===== src/rtl/uart_cmd_sequencer_if.sv =====
// uart_cmd_sequencer_if
// Bundles the RX and TX FIFO ports that the command sequencer works against.
//   rx_empty  RX FIFO empty flag
//   rx_rdata  RX FIFO head byte, first-word fall-through
//   rx_pop    RX FIFO read strobe, one pulse consumes the head byte
//   tx_full   TX FIFO full flag
//   tx_wdata  byte written into the TX FIFO
//   tx_push   TX FIFO write strobe
// Modports: master = sequencer side, slave = FIFO side.
//
// Handshake rules: rx_pop may only be high while rx_empty=0, and the head
// byte is consumed at the clock edge that ends that cycle. tx_push may only
// be high while tx_full=0, and tx_wdata is written at that same edge.
interface uart_cmd_sequencer_if;
    logic       rx_empty;
    logic [7:0] rx_rdata;
    logic       rx_pop;
    logic       tx_full;
    logic [7:0] tx_wdata;
    logic       tx_push;

    modport master (
        input  rx_empty, rx_rdata, tx_full,
        output rx_pop, tx_wdata, tx_push
    );

    modport slave (
        output rx_empty, rx_rdata, tx_full,
        input  rx_pop, tx_wdata, tx_push
    );
endinterface


===== src/rtl/uart_cmd_sequencer.sv =====
// uart_cmd_sequencer
// Pops ASCII command bytes from the RX FIFO, turns R/S/C (either case) into
// one-cycle run/stop/clear pulses for the counter, echoes non-query bytes
// and answers Q with a six-byte decimal report "DDDD\r\n" of the counter.
// Ports:
//   clk, rst    clock, asynchronous active-high reset
//   fifo        RX/TX FIFO port bundle (master side)
//   cnt_bcd     counter value, four BCD digits, [15:12] = thousands
//   cmd_run     one-cycle start pulse
//   cmd_stop    one-cycle stop pulse
//   cmd_clear   one-cycle clear pulse
//   busy        high whenever the FSM is not idle
//   state_o     current FSM state, for observation
module uart_cmd_sequencer #(
    parameter bit ECHO_EN = 1'b1
) (
    input  logic                          clk,
    input  logic                          rst,
    uart_cmd_sequencer_if.master          fifo,
    input  logic [15:0]                   cnt_bcd,
    output logic                          cmd_run,
    output logic                          cmd_stop,
    output logic                          cmd_clear,
    output logic                          busy,
    output logic [1:0]                    state_o
);

    typedef enum logic [1:0] {
        IDLE   = 2'd0,
        DECODE = 2'd1,
        ECHO   = 2'd2,
        REPORT = 2'd3
    } state_t;

    state_t      state_q, state_d;
    logic [7:0]  cmd_q, cmd_d;
    logic [15:0] snap_q, snap_d;
    logic [2:0]  idx_q, idx_d;

    logic        rx_pop;
    logic        tx_push;
    logic [7:0]  tx_wdata;
    logic [7:0]  cmd_lc;
    logic [7:0]  report_byte;
    logic [3:0]  nibble;

    // Setting bit 5 folds upper-case letters onto lower case; no other byte
    // lands on r/s/c/q this way.
    assign cmd_lc = cmd_q | 8'h20;

    always_comb begin
        nibble = 4'h0;
        report_byte = 8'h00;
        case (idx_q)
            3'd0:    nibble = snap_q[15:12];
            3'd1:    nibble = snap_q[11:8];
            3'd2:    nibble = snap_q[7:4];
            3'd3:    nibble = snap_q[3:0];
            default: nibble = 4'h0;
        endcase
        case (idx_q)
            3'd4:    report_byte = 8'h0D;
            3'd5:    report_byte = 8'h0A;
            default: report_byte = 8'h30 + {4'h0, nibble};
        endcase
    end

    always_ff @(posedge clk or posedge rst) begin
        if (rst) begin
            state_q <= IDLE;
            cmd_q   <= 8'h00;
            snap_q  <= 16'h0000;
            idx_q   <= 3'd0;
        end else begin
            state_q <= state_d;
            cmd_q   <= cmd_d;
            snap_q  <= snap_d;
            idx_q   <= idx_d;
        end
    end

    always_comb begin
        state_d   = state_q;
        cmd_d     = cmd_q;
        snap_d    = snap_q;
        idx_d     = idx_q;
        rx_pop    = 1'b0;
        tx_push   = 1'b0;
        tx_wdata  = 8'h00;
        cmd_run   = 1'b0;
        cmd_stop  = 1'b0;
        cmd_clear = 1'b0;
        case (state_q)
            IDLE: begin
                // rst gates the pop so every output reads 0 while reset is held.
                if (!fifo.rx_empty && !rst) begin
                    rx_pop  = 1'b1;
                    cmd_d   = fifo.rx_rdata;
                    state_d = DECODE;
                end
            end
            DECODE: begin
                case (cmd_lc)
                    8'h72:   cmd_run   = 1'b1;
                    8'h73:   cmd_stop  = 1'b1;
                    8'h63:   cmd_clear = 1'b1;
                    default: ;
                endcase
                if (cmd_lc == 8'h71) begin
                    // Freeze the counter value so the report is self-consistent.
                    snap_d  = cnt_bcd;
                    idx_d   = 3'd0;
                    state_d = REPORT;
                end else begin
                    state_d = ECHO_EN ? ECHO : IDLE;
                end
            end
            ECHO: begin
                tx_wdata = cmd_q;
                if (!fifo.tx_full) begin
                    tx_push = 1'b1;
                    state_d = IDLE;
                end
            end
            REPORT: begin
                tx_wdata = report_byte;
                if (!fifo.tx_full) begin
                    tx_push = 1'b1;
                    idx_d   = idx_q + 3'd1;
                    if (idx_q == 3'd5) begin
                        state_d = IDLE;
                    end
                end
            end
            default: state_d = IDLE;
        endcase
    end

    assign fifo.rx_pop   = rx_pop;
    assign fifo.tx_push  = tx_push;
    assign fifo.tx_wdata = tx_wdata;
    assign busy          = (state_q != IDLE);
    assign state_o       = state_q;

endmodule

===== src/flat_wrapper.sv =====
// flat-port wrapper written by rule: the top's interface ports become plain ports
module uart_cmd_sequencer_flat 
#(
    parameter bit ECHO_EN = 1'b1
)
  (clk, rst, cnt_bcd, cmd_run, cmd_stop, cmd_clear, busy, state_o, fifo_rx_empty, fifo_rx_rdata, fifo_tx_full, fifo_rx_pop, fifo_tx_wdata, fifo_tx_push);
  uart_cmd_sequencer_if fifo_i ();
  input  logic clk;
  input  logic rst;
  input  logic [15:0] cnt_bcd;
  output logic cmd_run;
  output logic cmd_stop;
  output logic cmd_clear;
  output logic busy;
  output logic [1:0] state_o;
  input wire logic [$bits(fifo_i.rx_empty)-1:0] fifo_rx_empty;
  input wire logic [$bits(fifo_i.rx_rdata)-1:0] fifo_rx_rdata;
  input wire logic [$bits(fifo_i.tx_full)-1:0] fifo_tx_full;
  output wire logic [$bits(fifo_i.rx_pop)-1:0] fifo_rx_pop;
  output wire logic [$bits(fifo_i.tx_wdata)-1:0] fifo_tx_wdata;
  output wire logic [$bits(fifo_i.tx_push)-1:0] fifo_tx_push;
  assign fifo_i.rx_empty = fifo_rx_empty;
  assign fifo_i.rx_rdata = fifo_rx_rdata;
  assign fifo_i.tx_full = fifo_tx_full;
  assign fifo_rx_pop = fifo_i.rx_pop;
  assign fifo_tx_wdata = fifo_i.tx_wdata;
  assign fifo_tx_push = fifo_i.tx_push;
  uart_cmd_sequencer #(.ECHO_EN(ECHO_EN)) u_core (.clk(clk), .rst(rst), .fifo(fifo_i), .cnt_bcd(cnt_bcd), .cmd_run(cmd_run), .cmd_stop(cmd_stop), .cmd_clear(cmd_clear), .busy(busy), .state_o(state_o));
endmodule

===== config.mk =====
export PLATFORM = sky130hd
export DESIGN_NAME = uart_cmd_sequencer_flat
export DESIGN_NICKNAME = d
export VERILOG_FILES = /design/src/rtl/uart_cmd_sequencer_if.sv /design/src/rtl/uart_cmd_sequencer.sv /design/src/flat_wrapper.sv
export SDC_FILE = /design/constraint.sdc
export NUM_CORES = 1
export LEC_CHECK = 0
export CELL_PAD_IN_SITES_DETAIL_PLACEMENT = 2
export CELL_PAD_IN_SITES_GLOBAL_PLACEMENT = 2
export CORE_UTILIZATION = 30
export CTS_CLUSTER_SIZE = 10
export DETAILED_ROUTE_END_ITERATION = 6
export PLACE_DENSITY_LB_ADDON = 0.1
export SYNTH_ARGS = -nofsm -noshare
export SYNTH_HDL_FRONTEND = slang
export SYNTH_SLANG_ARGS = --single-unit

===== constraint.sdc =====
create_clock -name clk -period 2.4 [get_ports clk]
set_clock_uncertainty 0.15 [all_clocks]
set_input_delay 0.48 -clock clk [delete_from_list [all_inputs] [get_ports clk]]
set_output_delay 0.48 -clock clk [all_outputs]
set_load 0.005 [all_outputs]

==> flow_summary.ini, run 1 <==
[setup_path]
path_depth = 8
worstPathRequired_ns = 1.77
cp_cell_sequence = inv_4, ha_4, buf_4, o21ai_2, buf_4, o2111ai_1, o211a_1, buf_2
crit_end = fifo_tx_wdata[3]
crit_family = buffers and inverters
crit_type = flip-flop to output port
cp_slowest_cell = dfrtp_2
cp-startpoint = u_core.idx_q[0]$_DFFE_PP0P_
end_kind = output port
crit_fanout = 6
slowest_delay_ns = 0.45
critPathLaunchType = flip-flop
r2r-start = u_core.state_o[1]$_DFFE_PP0P_
rrSetupSlack_ns = 0.50
r2r_cells = 6
crit_arrival_ns = 1.84
crit_top_cell = buf_4
crit_buf_inv = 4
crit-reg2reg-capture = u_core.cmd_q[7]$_DFFE_PP0P_

[clocking]
root_buffer = clkbuf_8
cts.sinks = 29
cts_tree = done
clock_latency_ns = 0.28
path_clk_slew_ns = 0.06
ctsHoldBuffers = 0
clockBufferDepth = 2
cts_buffers = 5
htree_levels = 2

[timing]
setup_ws_ns = -0.0694
fin_crit_sh_pct = 103
fin_tns_setup_ns = -0.123
slew_violations = 0
setup_viol = 3
tightest_slew_ns = 0.383
hold_violations = 0
max_slew_margin_pct = 74.5
clock.fmax_ghz = 0.405
fin_crit_ns = 2.47
rsz0062_at_grt = true

[synthesis]
synth_area_leader_cell = dfrtp_1
synth.cell_area_um2 = 1520
synth_ff_type = dfrtp_1
synthArstFlopShare_pct = 100
yosys-top-cells-area = dfrtp_1, mux2_2, ha_1
syn_area_per_cell_um2 = 11.6
ys_seq_elements = 29
synth_warnings = 0
yosysSeqAreaShare_pct = 47.7
netlist_instances = 131
synth_edf_count = 0
syn-num-nets = 164
synth_cell_types = 35
synth_top_cell_area_share_pct = 47.7

[placed_design]
dp.cells = 248
hpwlAfterDp_mm = 3.38
numPortBuffers = 43
post_dp_cell_area_um2 = 2090
gp_congestion = 0.730

[drt]
vias = 1334
wire_per_inst_um = 18.6
drt-initial-drc-count = 29
ant_nets = 0
first_pass_iters = 4
drc = 0
wl_mm = 4.97
vias_per_cell = 5.00

[floorplanning]
rows = 25
core_region_area_um2 = 4790
top_level_ports = 44
start_util_pct = 31.8
dieWidth_um = 73.2
die_area_um2 = 5360
die_h_um = 73.2

[layout]
nets = 233
drive_above_1_share_pct = 42.5
instances_no_fill = 267
design_area_um2 = 2390
syn_to_final_growth_pct = 57.0
diodes = 0

[power]
irDropWorstVdd_uv = 456
swShare_pct = 36.7
p_leak_nw = 1.04
p_sw_w = 0.00102
p_per_area_nw_per_um2 = 1170
combPwrFrac_pct = 55.0
p_seq_share_pct = 30.6
cell_internal_pwr_w = 0.00176
p_clk_share_pct = 14.4

[global_route]
grt_util_all_layers_pct = 20.5
grt_max_degree = 30
overflow = 0
grt_util_met2_pct = 38.2
gr-usage-met3_pct = 4.56
grt_first_pass_wirelength_mm = 7.87
grt_antenna_before_repair = 0
grtUsageMet1_pct = 21.3
top_usage_layer = met2
grt_pass1_vias = 1522

[outcome]
status = finished with violations
violations = negative setup slack

[flow_run]
max_cap_viol_count = 0

[worst_hold_path]
min_path_type = flip-flop to flip-flop
whs_path_depth = 1
## cells in the mapped netlist, types with 2 or more instances
cell type,n
a221oi_1,2
buf_6,2
a221o_1,2
nand3b_1,2
a31o_2,2
nand2_1,6
dfrtp_1,29
and2_1,3
inv_1,8
a32o_1,3
clkbuf_1,4
nor2_1,10
nor3b_1,2
ha_1,5
mux2_2,23
o21ai_0,3
a21oi_1,2
nor3_1,3
nand3_1,2
nor2b_1,3
## what timing repair did
action	CTS	global route
hold endpoints to repair	0	0
pin swaps	12	5
gates resized for setup	47	9
setup buffers	7	5
cloned	0	0
setup endpoints to repair	10	5
## final cells by class
type / count / area (um2)
Multi-Input combinational cell: 88 / 848
Clock buffer: 7 / 86.3
Tap cell: 67 / 83.8
Inverter: 8 / 32.5
Sequential cell: 29 / 729
Timing Repair Buffer: 68 / 606
Fill cell: 508 / 2400
## metrics by stage
step | power [W] | hold WS (ns) | setup slack [ns] | utilization (%)
4_1_cts | 0.00266 | 0.367 | -0.0862 | 48.5
6_report | 0.00279 | 0.364 | -0.0694 | 49.9
3_3_place_gp | 0.00198 | 0.345 | -0.0750 | 43.8
3_5_place_dp | 0.00206 | 0.352 | -0.157 | 43.8
5_1_grt | 0.00296 | 0.382 | -0.152 | 49.9
2_1_floorplan | 0.00143 | 0.328 | 0.427 | -
## worst min-delay path by stage
| stage | slack [ns] | to | startpoint |
|---|---|---|---|
| 3_5_place_dp | 0.35 | u_core.snap_q[7]$_DFFE_PP0P_ | u_core.snap_q[7]$_DFFE_PP0P_ |
| 3_3_place_gp | 0.34 | u_core.cmd_q[5]$_DFFE_PP0P_ | u_core.cmd_q[5]$_DFFE_PP0P_ |
| 6_report | 0.36 | u_core.snap_q[7]$_DFFE_PP0P_ | u_core.snap_q[7]$_DFFE_PP0P_ |
| 4_1_cts | 0.37 | u_core.snap_q[7]$_DFFE_PP0P_ | u_core.snap_q[7]$_DFFE_PP0P_ |
| 5_1_grt | 0.38 | u_core.snap_q[7]$_DFFE_PP0P_ | u_core.snap_q[7]$_DFFE_PP0P_ |
| 2_1_floorplan | 0.33 | u_core.snap_q[7]$_DFFE_PP0P_ | u_core.snap_q[7]$_DFFE_PP0P_ |
## kinds of logic after synthesis
logic type / count (synthesis) / synth area share [%]
AND/OR/NAND/NOR: 36 / 13.7
flip-flops: 29 / 47.7
multiplexers: 24 / 18.0
AO/OA/AOI/OAI: 23 / 12.0
buffers and inverters: 14 / 4.44
adder cells (fa/ha/maj): 5 / 4.12
## placed cells by master (no fill, tap or decap), types with 3 or more instances in the layout
cell             Yosys  final
and2_1               3      3
buf_2                0      3
buf_4                0     22
buf_6                2      3
clkbuf_8             0      6
clkdlybuf4s50_1      0     33
dfrtp_1             29     26
dfrtp_2              0      3
dlygate4sd2_1        0      5
ha_4                 0      5
inv_1                8      6
mux2_2              23     23
nand2_1              6      6
nor2_1              10      9
## sequential cells by signal, indices dropped and copies added, names as in the netlist
signal          flops
u_core.snap_q      16
u_core.cmd_q        8
u_core.idx_q        3
u_core.state_o      2
## per-layer routing
layer  wire [um]  vias to the layer above
met5           0                        -
met4         124                        0
met3         192                       10
met2        2820                       39
met1        1830                      673
li1            -                      612
## power by group through the flow
stage,registers [W],logic [W],clock network (W)
2_1_floorplan,0.000779,0.000649,0
3_3_place_gp,0.000824,0.00116,0
3_5_place_dp,0.000841,0.00122,0
4_1_cts,0.000856,0.00139,0.000412
6_report,0.000855,0.00153,0.000402
5_1_grt,0.000876,0.00165,0.000431
No activity file was read; power rests on OpenSTA's default activity.
==> inputs of run 2 (changes only) <==
--- a/config.mk
+++ b/config.mk
@@ -7,7 +7,7 @@
 export LEC_CHECK = 0
 export CELL_PAD_IN_SITES_DETAIL_PLACEMENT = 2
 export CELL_PAD_IN_SITES_GLOBAL_PLACEMENT = 2
-export CORE_UTILIZATION = 30
+export CORE_UTILIZATION = 27
 export CTS_CLUSTER_SIZE = 10
 export DETAILED_ROUTE_END_ITERATION = 6
 export PLACE_DENSITY_LB_ADDON = 0.1
==> constraint.sdc (replaced) <==
create_clock -name clk -period 2.05 [get_ports clk]
set_clock_uncertainty 0.15 [all_clocks]
set_input_delay 0.41 -clock clk [delete_from_list [all_inputs] [get_ports clk]]
set_output_delay 0.41 -clock clk [all_outputs]
set_load 0.005 [all_outputs]
==> run 2 against run 1 <==
  * The flow still finishes with violations (negative setup slack)
  * Die area increased by 11%
  * Utilization is 3.2 points lower
  * Flip-flop and latch count unchanged
  * Combinational power rose by 22%
  * Cell count increased by 3.7%
  * Critical path depth is 2 lower
  * Sequential share of layout area is 0.95 points lower
  * Setup slack got worse by 0.33 ns
  * Total power up 24%
  * Critical path type unchanged
  * Largest cell class unchanged
  * Worst hold slack improved by 0.013 ns
  * Register-to-register slack got worse by 0.24 ns
  * Global-route usage decreased by 2.6 points
==> flow_summary.ini, run 2 (synthesized netlist as in run 1, its figures left out) <==
[power]
p_per_area_nw_per_um2 = 1410
irDropWorstVdd_uv = 485
p_leak_nw = 1.08

[worst_hold_path]
min_to = u_core.cmd_q[7]$_DFFE_PP0P_
whs_path_depth = 1
min_path_type = flip-flop to flip-flop
hold_start = u_core.cmd_q[7]$_DFFE_PP0P_

[placed_design]
gp_congestion = 0.785
post_dp_cell_area_um2 = 2150
numPortBuffers = 43
hpwlAfterDp_mm = 3.47

[clocking]
path_clk_slew_ns = 0.06
clockBufferDepth = 2
cts_tree = done
cts_buffers = 5
clock_latency_ns = 0.29
htree_levels = 2
root_buffer = clkbuf_8
cts.sinks = 29

[floorplanning]
dieWidth_um = 77.0
rows = 26
core_region_area_um2 = 5270
top_level_ports = 44
start_util_pct = 28.8
die_h_um = 77.0
die_area_um2 = 5930

[layout]
top_register = u_core.snap_q
syn_to_final_growth_pct = 61.7
final_common_cell = clkdlybuf4s50_1
mostFrequentLayoutCells = clkdlybuf4s50_1, dfrtp_1, buf_4, mux2_2
design_area_um2 = 2460
top_regs = u_core.snap_q: 16 flops, u_core.cmd_q: 8 flops, u_core.idx_q: 3 flops
drive_above_1_share_pct = 49.8
largest_reg_flops = 16
fin_util_pct = 46.7
diodes = 0
nets = 239

[timing]
rsz0062_at_grt = true
fin_crit_ns = 2.45
clock.fmax_ghz = 0.409
slew_violations = 0
hold_violations = 0
tightest_slew_ns = 0.401
setup_viol = 8
setup_ws_ns = -0.397
fin_crit_sh_pct = 119
max_slew_margin_pct = 73.3
fin_hold_ws_ns = 0.377

[setup_path]
critPathLaunchType = flip-flop
end_kind = output port
crit-reg2reg-capture = u_core.cmd_q[5]$_DFFE_PP0P_
crit_fanout = 4
r2r_cells = 5
rrSetupSlack_ns = 0.26
worstPathRequired_ns = 1.49
r2r-start = u_core.state_o[1]$_DFFE_PP0P_
crit_arrival_ns = 1.89
crit_type = flip-flop to output port

[drt]
first_pass_iters = 4
drc = 0
wl_mm = 4.91
wire_per_inst_um = 17.7
vias_per_cell = 4.85
ant_nets = 0
drt-initial-drc-count = 33
vias = 1344

[flow_run]
max_cap_viol_count = 0

[outcome]
violations = negative setup slack
status = finished with violations

[global_route]
grt_pass1_vias = 1498
grt_antenna_before_repair = 0
grt_util_all_layers_pct = 17.9
grt_max_degree = 30
grt_first_pass_wirelength_mm = 7.94
overflow = 0
run 2: cell count changes in the layout (fill, tap and decap cells not counted), moves of 2 or more:
| cell | delta |
|---|---|
| dlygate4sd2_1 | -4 |
| buf_6 | +4 |
| clkdlybuf4s50_1 | -4 |
| buf_2 | +6 |
| buf_4 | +2 |
| nor2b_2 | +2 |
| clkbuf_2 | +2 |
run 2: worst max-delay path by stage:
stage	start	slack, ns	depth (start not counted)	endpoint
floorplan	u_core.idx_q[0]$_DFFE_PP0P_	0.15	4	fifo_tx_wdata[0]
global placement	u_core.idx_q[0]$_DFFE_PP0P_	-0.37	5	fifo_tx_wdata[2]
detailed placement	u_core.idx_q[1]$_DFFE_PP0P_	-0.47	6	fifo_tx_wdata[2]
CTS	u_core.idx_q[1]$_DFFE_PP0P_	-0.38	6	fifo_tx_wdata[3]
global route	u_core.idx_q[1]$_DFFE_PP0P_	-0.51	6	fifo_tx_wdata[3]
finish	u_core.idx_q[1]$_DFFE_PP0P_	-0.40	6	fifo_tx_wdata[3]
run 2: layer usage:
layer	vias to the layer above	GRT usage, %	wire, um
li1	626	-	-
met1	676	19.1	1970
met2	37	33.6	2660
met3	5	4.52	202
met4	0	6.79	72
met5	-	0	0
run 2: cell type report:
class / count / area [um2]
fill: 546 / 2810
inverter: 8 / 32.5
sequential: 29 / 728
clock buffer: 7 / 86.3
multi-input combinational: 88 / 866
clock inverter: 1 / 30.0
timing repair buffer: 74 / 628
tap: 70 / 87.6
run 2: repair_timing:
action | 4_1_cts | 5_1_grt
endpoints found under the hold margin | 0 | 0
setup endpoints to repair | 14 | 13
buffers inserted | 5 | 6
resized for setup | 70 | 20
hold buffers | 0 | 0
cloned | 0 | 0
pin swaps | 15 | 12
run 2: stage by stage:
stage | setup WS [ns] | power (W) | instances | setup TNS, ns
floorplan | 0.147 | 0.00167 | 131 | 0
global placement | -0.369 | 0.00241 | 258 | -2.37
detailed placement | -0.469 | 0.00249 | 258 | -3.04
CTS | -0.381 | 0.00332 | 271 | -1.72
global route | -0.505 | 0.00371 | 277 | -2.76
finish | -0.397 | 0.00347 | 277 | -2.09
run 2: where the power goes:
part | internal (W) | leakage, nW | switching, W
Sequential | 0.000779 | 0.341 | 0.000200
Combinational | 0.00107 | 0.677 | 0.000800
Clock | 0.000396 | 0.0585 | 0.000226
run 2: worst max-delay path, cell delays in order (launching register included):
cell and delay (ns):
dfrtp_2 0.44, buf_6 0.13, ha_4 0.16, a222oi_1 0.43, o2111ai_1 0.17, o211a_1 0.15
buf_2 0.13
==> RTL edit 1, RTL diff (settings of run 1) <==
`ECHO_EN` is set to 1'b1 in 2 places; all go to 1'b0.
--- a/src/rtl/uart_cmd_sequencer.sv
+++ b/src/rtl/uart_cmd_sequencer.sv
@@ -12,7 +12,7 @@
 //   busy        high whenever the FSM is not idle
 //   state_o     current FSM state, for observation
 module uart_cmd_sequencer #(
-    parameter bit ECHO_EN = 1'b1
+    parameter bit ECHO_EN = 1'b0
 ) (
     input  logic                          clk,
     input  logic                          rst,
--- a/src/flat_wrapper.sv
+++ b/src/flat_wrapper.sv
@@ -1,7 +1,7 @@
 // flat-port wrapper written by rule: the top's interface ports become plain ports
 module uart_cmd_sequencer_flat 
 #(
-    parameter bit ECHO_EN = 1'b1
+    parameter bit ECHO_EN = 1'b0
 )
   (clk, rst, cnt_bcd, cmd_run, cmd_stop, cmd_clear, busy, state_o, fifo_rx_empty, fifo_rx_rdata, fifo_tx_full, fifo_rx_pop, fifo_tx_wdata, fifo_tx_push);
   uart_cmd_sequencer_if fifo_i ();
Formal check against the unedited RTL: not equivalent (Yosys sat finds a counterexample within 4 cycles, from zero or initial values and one cycle with rst high).
==> RTL edit 1 against run 1 <==
- cell count is 4.9% lower
- non-clock buffer count is 12 lower
- wire length is 1.9% lower
- total power is 27% lower
- clock power is 30% higher
- first-iteration DRC count is 72% higher
- the run still ends with negative setup slack left
- sequential cell count stayed put
- synthesized area is 3.5% higher
- highest routed layer unchanged
- worst hold slack worse by 0.0015 ns
- worst setup slack worse by 0.029 ns
- final area is 0.73% lower
==> RTL edit 1: results (changes against run 1) <==
[route]
firstDrtPassIters=6  ; +2
m1WireLength_mm=2.17  ; +18%
routed-wl-met2_mm=2.48  ; -12%
viasPerCell=4.96  ; -0.79%
wire_per_inst_um=19.2  ; +3.1%

[synth]
synthAdderAreaFrac=0.0398  ; -0.00138
synthesis.nets=161  ; -1.8%
synth_cell_types=37  ; +5.7%
synthMuxAreaShare=0.208  ; +0.0274
synthTopCellsByArea=dfrtp_1, mux2_4, mux2_2, ha_1, nor2_1
syn_inst=128  ; -2.3%
synth-compound-area-share=0.116  ; -0.00402
ys_top_cells_by_count=dfrtp_1, mux2_4, nor2_1, mux2_2, inv_1

[placement]
dp.cells=243  ; -2.0%
place_congestion=0.806  ; +10%
hpwl_mm=3.18  ; -5.9%
place_area_um2=2130  ; +1.6%
pre_cts_ws_ns=-0.168  ; -0.0109 ns

[power_and_ir_drop]
switching_share=0.331  ; -0.0368
clkPwrFrac=0.258  ; +0.114

[clock_tree]
cts_resized=44  ; -6.4%
post_cts_buffers=2  ; -5

[grt]
grt_use_met2=0.303  ; -0.0784
track_usage=0.187  ; -0.0181
use_met3=0.0501  ; +0.00456
grt_pass1_wl_mm=7.42  ; -5.7%
grt_pass1_vias=1395  ; -8.3%

[outcome]
status=finished with violations
violations=negative setup slack

[min_path]
hp-start=u_core.cmd_q[5]
hold-path-endpoint=u_core.cmd_q[5]

[worst_setup_path]
cp_slowest_stage_delay_ns=0.47  ; +0.02 ns
r2r_end=u_core.cmd_q[1]
r2r_cells=5  ; -1
arrival_ns=1.87  ; +0.03 ns
crit_path_start=u_core.idx_q[1]
r2r_slack_ns=0.55  ; +0.05 ns

[layout]
stdcell_count=254  ; -4.9%

[timing]
setup_viol=2  ; -1
fin_setup_tns_ns=-0.101  ; +0.0218 ns
setup_ws_ns=-0.0988  ; -0.0294 ns

-- RTL edit 1: area by class of cell --
| class | instances | area, µm² |
|---|---|---|
| Clock inverter | 1 | 30.0 |
| Tap cell | 67 | 83.8 |
| Timing Repair Buffer | 56 | 504 |
| Sequential cell | 29 | 731 |
| Multi-Input combinational cell | 86 | 898 |
| Inverter | 8 | 35.0 |
| Fill cell | 509 | 2510 |
| Clock buffer | 7 | 86.3 |
-- RTL edit 1: critical path: cells and delay by family, from the launching register on --
family / cells / cell delay, ns
compound gates: 2 / 0.39
fa+ha+maj: 1 / 0.20
buf+inv: 2 / 0.28
flops: 1 / 0.47
simple gates: 1 / 0.25
-- RTL edit 1: stage by stage --
stage | hold WS [ns] | power, mW
2_1_floorplan | 0.330 | 1.04
5_1_grt | 0.393 | 2.15
3_3_place_gp | 0.341 | 1.23
6_report | 0.363 | 2.03
3_5_place_dp | 0.352 | 1.26
4_1_cts | 0.367 | 1.96
==> RTL edit 2, RTL diff (settings of run 1) <==
Made on the original files. Reset style: synchronous (`rst`), changed in one clocked block. Comments in the files are not updated.
--- a/src/rtl/uart_cmd_sequencer.sv
+++ b/src/rtl/uart_cmd_sequencer.sv
@@ -65,7 +65,7 @@
         endcase
     end
 
-    always_ff @(posedge clk or posedge rst) begin
+    always_ff @(posedge clk) begin
         if (rst) begin
             state_q <= IDLE;
             cmd_q   <= 8'h00;
Behaviour: differs if rst is asserted again (counterexample within 4 cycles, from zero or initial values and one cycle with rst high); with rst held inactive, the same outputs for 10 cycles.
==> RTL edit 2 against run 1 <==
- the flow still finishes with violations (negative setup slack)
- synthesized area increased by 0.58%
- critical path type unchanged
- worst setup slack improved by 0.049 ns
- first-iteration DRC count increased by 100%
- wire length increased by 21%
- final area increased by 2.0%
- sequential cell count unchanged
Power is not compared: it rests on default switching activity, and its combinational part moved more than twofold at a synthesized area within 25%.
==> RTL edit 2: results (changes against run 1) <==
[outcome]
status=finished with violations
violations=negative setup slack

[route]
highest_layer=met4
m1WireLength_mm=2.51  ; +37%
first_iter_violations=59  ; +100%
viasPerCell=5.04  ; +0.88%
num_vias=1633  ; +22%
wl_met3_um=178  ; -7.3%
wire_per_inst_um=18.6  ; about the same
routed-wl-met2_mm=3.18  ; +13%

[grt]
track_usage=0.233  ; +0.0274
use_met3=0.0508  ; +0.00517
grt_pass1_vias=1777  ; +17%
grt_pass1_wl_mm=9.13  ; +16%
grt_max_degree=26  ; -13%
grt_use_met2=0.434  ; +0.0525
use_met1=0.257  ; +0.0438

[clock_tree]
cts_resized=56  ; +19%
cts_root_buf=clkbuf_8
clk_path_buf_depth=2  ; unchanged
post_cts_buffers=4  ; -3
insertion_delay_ns=0.28  ; about the same

[synth]
synthFlopType=dfxtp_1
synth_cell_types=38  ; +8.6%
avgSynthCellArea_um2=8.01  ; -31%
ys_top_cells_by_count=nand2_1, dfxtp_1, mux2i_1, o21ai_0, nor2_1
ys_seq_area_frac=0.380  ; -0.0977
synthTopCellsByArea=dfxtp_1, nand2_1, mux2i_1, ha_1, o21ai_0
synthesis.nets=224  ; +37%
async_reset_ff_frac=0  ; -1.00
synth_warnings=0  ; unchanged

[layout]
top_regs=u_core.snap_q (16), u_core.cmd_q (8), u_core.idx_q (3)
drive_gt1_frac=0.276  ; -0.149
finalNetCount=289  ; +24%

[worst_setup_path]
cp_slowest_stage_delay_ns=0.53  ; +0.08 ns
r2r_cells=5  ; -1
arrival_ns=1.79  ; -0.05 ns
critical_path.top_delay_family=simple AND/OR/NAND/NOR gates
r2r_slack_ns=0.32  ; -0.18 ns
cp_max_fo=3  ; -3
cpMaxStageDelayCell=or4_4

[placement]
dp.cells=308  ; +24%
port_buffers=43  ; unchanged
pre_cts_ws_ns=-0.182  ; -0.0247 ns
hpwl_mm=3.82  ; +13%
place_congestion=0.787  ; +7.7%
place_area_um2=2130  ; +1.9%

[timing]
relSlewSlack=0.769  ; +0.0240
setup_ws_ns=-0.0209  ; +0.0486 ns
timing.hold.ws_ns=0.314  ; -0.0500 ns
fin_setup_tns_ns=-0.0209  ; +0.102 ns
setup_viol=1  ; -2

[power_and_ir_drop]
p_int_mw=0.967
static-leakage-power_nw=0.923
pg_clk_mw=0.532
pg_comb_mw=0.236

[min_path]
hold_depth=2  ; +1

RTL edit 2: layout make-up:
| cell class | count | area (µm²) |
|---|---|---|
| fillers | 542 | 2380 |
| multi-input cells | 142 | 1000 |
| repair buffers | 70 | 614 |
| flip-flops and latches | 29 | 587 |
| clock buffers | 7 | 86.3 |
| well taps | 67 | 83.8 |
| inverters | 8 | 32.5 |
| clock inverters | 1 | 30.0 |
RTL edit 2: kinds of logic (layout without fill, tap and decap cells):
group	Yosys count	after routing	share of synthesized area
adders and majority gates	5	5	0.0409
DFF	29	29	0.380
buffers and inverters	20	86	0.0573
AOI/OAI and AO/OA	32	32	0.144
muxes	17	17	0.111
and+or+nand+nor	88	88	0.267
RTL edit 2: final timing paths:
path,startpoint,end
worst min-delay path,u_core.cmd_q[5],u_core.cmd_q[5]
worst min register to register,u_core.cmd_q[5],u_core.cmd_q[5]
worst max-delay path,u_core.cmd_q[2],cmd_run
worst max register to register,u_core.cmd_q[2],u_core.snap_q[3]
